File: config.mk
export PLATFORM = sky130hd
export DESIGN_NAME = contador_programa
export DESIGN_NICKNAME = d
export VERILOG_FILES = /design/src/rtl/contador_programa_pkg.sv /design/src/rtl/sumador_pc.sv /design/src/rtl/contador_programa.sv
export SDC_FILE = /design/constraint.sdc
export NUM_CORES = 1
export LEC_CHECK = 0
export CAP_MARGIN = 20
export CELL_PAD_IN_SITES_DETAIL_PLACEMENT = 1
export CELL_PAD_IN_SITES_GLOBAL_PLACEMENT = 2
export CORE_UTILIZATION = 35
export DETAILED_ROUTE_END_ITERATION = 10
export PLACE_DENSITY_LB_ADDON = 0.1
export RECOVER_POWER = 100
export SLEW_MARGIN = 10
export SYNTH_ARGS = -nofsm -noshare
export SYNTH_HDL_FRONTEND = slang
export SYNTH_HIERARCHICAL = 1
export SYNTH_SLANG_ARGS = --single-unit
File: constraint.sdc
create_clock -name clk -period 2.75 [get_ports clk]
set_input_delay 0.6875 -clock clk [delete_from_list [all_inputs] [get_ports clk]]
set_output_delay 0.6875 -clock clk [all_outputs]
set_load 0.02 [all_outputs]
File: src/rtl/contador_programa_pkg.sv
// pkg_procesador: shared widths, reset defaults and PC-stage state encoding.
// Rev 1.0
`default_nettype none

package pkg_procesador;

  localparam int              ANCHO_DEF      = 64;
  localparam logic [63:0]     RESET_PC_DEF   = 64'h0;
  localparam int              INCREMENTO_DEF = 4;

  typedef enum logic [1:0] {
    INICIO   = 2'b00,
    PEDIR    = 2'b01,
    DETENIDO = 2'b10
  } estado_t;

endpackage

`default_nettype wire

File: src/rtl/sumador_pc.sv
// sumador_pc: sequential-fetch adder, wraps modulo 2^ANCHO.
// Rev 1.0
`default_nettype none

module sumador_pc #(
  parameter int ANCHO      = 64,
  parameter int INCREMENTO = 4
) (
  input  logic [ANCHO-1:0] pc,
  output logic [ANCHO-1:0] pc_siguiente
);

  assign pc_siguiente = pc + ANCHO'(INCREMENTO);

endmodule

`default_nettype wire

File: src/rtl/contador_programa.sv
// contador_programa: PC register and instruction-fetch request FSM with branch redirect.
// Rev 1.0
`default_nettype none

module contador_programa
  import pkg_procesador::*;
#(
  parameter int               ANCHO      = ANCHO_DEF,
  parameter logic [ANCHO-1:0] RESET_PC   = ANCHO'(RESET_PC_DEF),
  parameter int               INCREMENTO = INCREMENTO_DEF
) (
  input  logic             clk,
  input  logic             reset_n,
  input  logic [ANCHO-1:0] result_suma,
  input  logic             salto,
  input  logic             stall,
  input  logic             im_ready,
  output logic [ANCHO-1:0] bus_direccion_im,
  output logic             im_req,
  output logic             instr_valida,
  output logic [ANCHO-1:0] pc_instr
);

  estado_t          estado, estado_sig;
  logic [ANCHO-1:0] pc_sig, pc_mas;
  logic [ANCHO-1:0] destino, destino_sig;
  logic             pendiente, pendiente_sig;
  logic             valida_sig;
  logic [ANCHO-1:0] pc_instr_sig;
  logic [ANCHO-1:0] objetivo;

  sumador_pc #(
    .ANCHO      (ANCHO),
    .INCREMENTO (INCREMENTO)
  ) u_sumador (
    .pc           (bus_direccion_im),
    .pc_siguiente (pc_mas)
  );

  // Branch targets are word aligned; low two bits are dropped.
  assign objetivo = result_suma & ~ANCHO'(3);

  assign im_req = (estado == PEDIR);

  always_comb begin
    estado_sig    = estado;
    pc_sig        = bus_direccion_im;
    destino_sig   = destino;
    pendiente_sig = pendiente;
    valida_sig    = 1'b0;
    pc_instr_sig  = pc_instr;
    case (estado)
      INICIO: begin
        if (salto) pc_sig = objetivo;
        estado_sig = stall ? DETENIDO : PEDIR;
      end
      PEDIR: begin
        if (im_ready) begin
          if (salto)          pc_sig = objetivo;
          else if (pendiente) pc_sig = destino;
          else                pc_sig = pc_mas;
          pendiente_sig = 1'b0;
          valida_sig    = !salto && !pendiente;
          pc_instr_sig  = bus_direccion_im;
          estado_sig    = stall ? DETENIDO : PEDIR;
        end else if (salto) begin
          // Address must stay stable until accepted; remember the redirect.
          pendiente_sig = 1'b1;
          destino_sig   = objetivo;
        end
      end
      DETENIDO: begin
        if (salto)  pc_sig     = objetivo;
        if (!stall) estado_sig = PEDIR;
      end
      default: estado_sig = INICIO;
    endcase
  end

  always_ff @(posedge clk or negedge reset_n) begin
    if (!reset_n) begin
      estado           <= INICIO;
      bus_direccion_im <= RESET_PC;
      destino          <= '0;
      pendiente        <= 1'b0;
      instr_valida     <= 1'b0;
      pc_instr         <= '0;
    end else begin
      estado           <= estado_sig;
      bus_direccion_im <= pc_sig;
      destino          <= destino_sig;
      pendiente        <= pendiente_sig;
      instr_valida     <= valida_sig;
      pc_instr         <= pc_instr_sig;
    end
  end

endmodule

`default_nettype wire

==> results.sh <==
export IMPL_synth_area_top_cells="dfrtp_1 (45%), mux2_4 (8.4%), mux2_2 (6.9%), mux2i_1 (6.1%), a211oi_1 (4.2%)"
export IMPL_cts_made_buffers=17
export IMPL_power_leakage_nw=5.94
export IMPL_relSlewSlack_pct=11.6
export IMPL_status="finished clean"
export IMPL_yosysMostFrequentCell="dfrtp_1"
export IMPL_drtIter0Drc=327
export IMPL_required_ps=3070
export IMPL_finalPower_mw=11.9
export IMPL_ys_types=42
export IMPL_cts_sinks=194
export IMPL_post_cts_buffers=0
export IMPL_fmax_mhz=390
export IMPL_fin_skew_ps=18.8
export IMPL_crit_type="reg2reg"
export IMPL_ys_seq_area_share_pct=45.1
export IMPL_postCtsHoldBufs=0
export IMPL_areaGrowthSynthToFinish_pct=29.3
export IMPL_htree_num_levels=4
export IMPL_wirelength_mm=33.8
export IMPL_cts_repair_resized=0
export IMPL_post_place_ws_ps=226
export IMPL_grt_pass1_wl_mm=53.3
export IMPL_hpwl_mm=23.4
export IMPL_synth_top_area_share_pct=45.1
export IMPL_cts_clk_slew_worst_paths_ps=80
export IMPL_rows=63
export IMPL_p_sw_mw=4.42
export IMPL_drive_gt1_share_pct=16.8
export IMPL_ir_drop_mv=0.400
export IMPL_coreArea_um2=30000
export IMPL_p_per_area_nw_per_um2=856
export IMPL_buffer_ports_inserted=196
export IMPL_timing_hold_ws_ps=475
export IMPL_final_util_pct=46.4
export IMPL_drc=0
export IMPL_min_period_ps=2560
export IMPL_syn_avg_cell_area_um2=11.4
export IMPL_grt_antenna_before_repair=2
export IMPL_seq_area_um2=4860
export IMPL_hp_class="reg2reg"
export IMPL_final_period_utilization_pct=93.2
export IMPL_ys_warn_count=6
export IMPL_route_detailed_vias_per_inst=5.42
export IMPL_worst_pin_slew_ps=1330
export IMPL_ys_top_cells_by_count="dfrtp_1 (194), mux2_2 (66), mux2i_1 (66)"
export IMPL_route_vias_total=8574
export IMPL_multi_input_area_um2=5170
export IMPL_synth_seq_cells=194
export IMPL_crit_path_end_kind="flip-flop"
export IMPL_grt_pass1_vias=8933
export IMPL_hold_violations=0
export IMPL_wl_per_cell_um=21.3
export IMPL_setup_ws_ps=187
export IMPL_combPwrFrac_pct=40.7
export IMPL_synth_nets=1017
export IMPL_dr_pass1_iters=4
export IMPL_cts_tree="yes"
export IMPL_dieArea_um2=31400
export IMPL_start_util_pct=35.9
export IMPL_die_h_um=177
export IMPL_clock_latency_ps=450
export IMPL_clock_path_buffers=2
export IMPL_cp_start_kind="flip-flop"
export IMPL_n_fill_cell=3267
export IMPL_setup_violations_final=0
export IMPL_grt_max_degree=80
export IMPL_p_int_mw=7.48
export IMPL_p_clk_share_pct=22.6
export IMPL_cp_arrival_ps=2880
export IMPL_slew_violations=0
export IMPL_pin_count=199
export IMPL_max_cap_viol_count=0
export IMPL_synth_cells=947
export IMPL_synth_area_leader_cell="dfrtp_1"
export IMPL_fin_setup_tns_ps=0
export IMPL_swShare_pct=37.2
export IMPL_rsz0062_at_grt="false"
export IMPL_ys_flop_type="dfrtp_1"
export IMPL_async_flop_share_pct=100
export IMPL_nets=1249
export IMPL_cp_max_fo=9
export IMPL_dieWidth_um=177
export IMPL_synth_area_um2=10800
export IMPL_grt_overflow_total=0
export IMPL_drtAntennaViolNets=0
export IMPL_grt_use_total_pct=22.2
export IMPL_power_frac_seq_pct=36.7
export IMPL_gp_congestion=0.760
export IMPL_synth_edf_count=0
export IMPL_cts_root_buf="clkbuf_16"
-- critical path, cell delays in order, from the launching register on --
cell and delay [ps]:
dfrtp_1 350, buf_4 160, nand4_2 250, nor4_4 370, and4_1 230, buf_4 200, nor4b_4 220, xor2_1 100
mux2i_1 150, o22ai_1 110, a221o_1 290
-- placed cells by master, fill, tap and decap left out, types with 5 or more instances in the layout --
| master | count |
|---|---|
| nor3_1 | 12 |
| nor2b_1 | 36 |
| mux2_2 | 66 |
| a221o_1 | 32 |
| buf_12 | 7 |
| and3_1 | 5 |
| mux2i_1 | 66 |
| o22ai_1 | 62 |
| nand2_1 | 52 |
| inv_1 | 38 |
| nor4_1 | 5 |
| clkdlybuf4s50_1 | 63 |
| clkbuf_2 | 9 |
| xnor2_1 | 32 |
| dlygate4sd3_1 | 131 |
| clkbuf_1 | 5 |
| buf_4 | 65 |
| nand4_1 | 20 |
| and4_1 | 5 |
| a211oi_1 | 60 |
| clkbuf_16 | 17 |
| nand3_1 | 28 |
| dfrtp_1 | 193 |
| inv_6 | 6 |
| xor2_1 | 28 |
| o21ai_0 | 30 |
| mux2_4 | 7 |
| nor2_1 | 25 |
| mux2_1 | 53 |
-- path summary, 6_finish.rpt --
check / startpoint / to / slack (ps) / depth (start not counted)
setup / recovery: bus_direccion_im[2] / bus_direccion_im[49] / 190 / 10
hold / removal: pc_instr[22] / pc_instr[22] / 480 / 2
setup reg to reg: bus_direccion_im[2] / bus_direccion_im[49] / 190 / 10
hold reg to reg: pc_instr[22] / pc_instr[22] / 480 / 2
max in group asynchronous: reset_n / destino[39] / 640 / 2
min in group asynchronous: reset_n / pc_instr[23] / 520 / 1
-- cell families (layout without fill, tap and decap cells) --
family	count (synthesis)	count (layout)	share of synthesized area, %
AO/OA/AOI/OAI	189	189	12.5
XOR/XNOR	60	60	4.89
buffers and inverters	106	351	5.11
other	0	1	0
multiplexers	192	192	21.4
adder cells (fa/ha/maj)	1	1	0.116
flip-flops	194	194	45.1
AND/OR/NAND/NOR	205	205	10.8
-- power by group through the flow --
| stage | combinational (mW) | clock [mW] | sequential (mW) |
|---|---|---|---|
| after global placement | 5.28 | 0 | 4.42 |
| after global routing | 5.25 | 2.85 | 4.51 |
| final | 4.84 | 2.69 | 4.37 |
| after detailed placement | 5.33 | 0 | 4.47 |
| after CTS | 5.36 | 2.76 | 4.43 |
| after floorplan | 2.07 | 0 | 5.23 |
-- flip-flops by register name (all words and copies together), names as in the netlist --
register and count:
bus_direccion_im 64, pc_instr 64, destino 62, estado 2
instr_valida 1, pendiente 1
-- area by class of cell --
| class | instances | area share [%] |
|---|---|---|
| diodes | 1 | 0.0180 |
| inverters | 38 | 1.03 |
| clock inverters | 14 | 1.27 |
| repair buffers | 281 | 19.0 |
| flip-flops and latches | 194 | 34.9 |
| clock buffers | 18 | 3.09 |
| multi-input cells | 647 | 37.2 |
| well taps | 390 | 3.51 |
-- per-stage QoR --
| step | instances | area [µm²] |
|---|---|---|
| global placement | 1550 | 13600 |
| floorplan | 947 | 10800 |
| finish | 1583 | 13900 |
| CTS | 1582 | 14200 |
| global route | 1582 | 13900 |
| detailed placement | 1550 | 13600 |
-- per-layer routing --
metal	vias to the layer above	GRT usage (%)	routed length, µm	share of wire (%)
li1	3961	-	-	-
met1	4396	31.5	16100	48
met3	24	3.86	1660	4.9
met5	-	0	17	0.050
met2	191	34.8	15600	46
met4	2	5.59	397	1.2
Power figures use the tool's default switching activity.
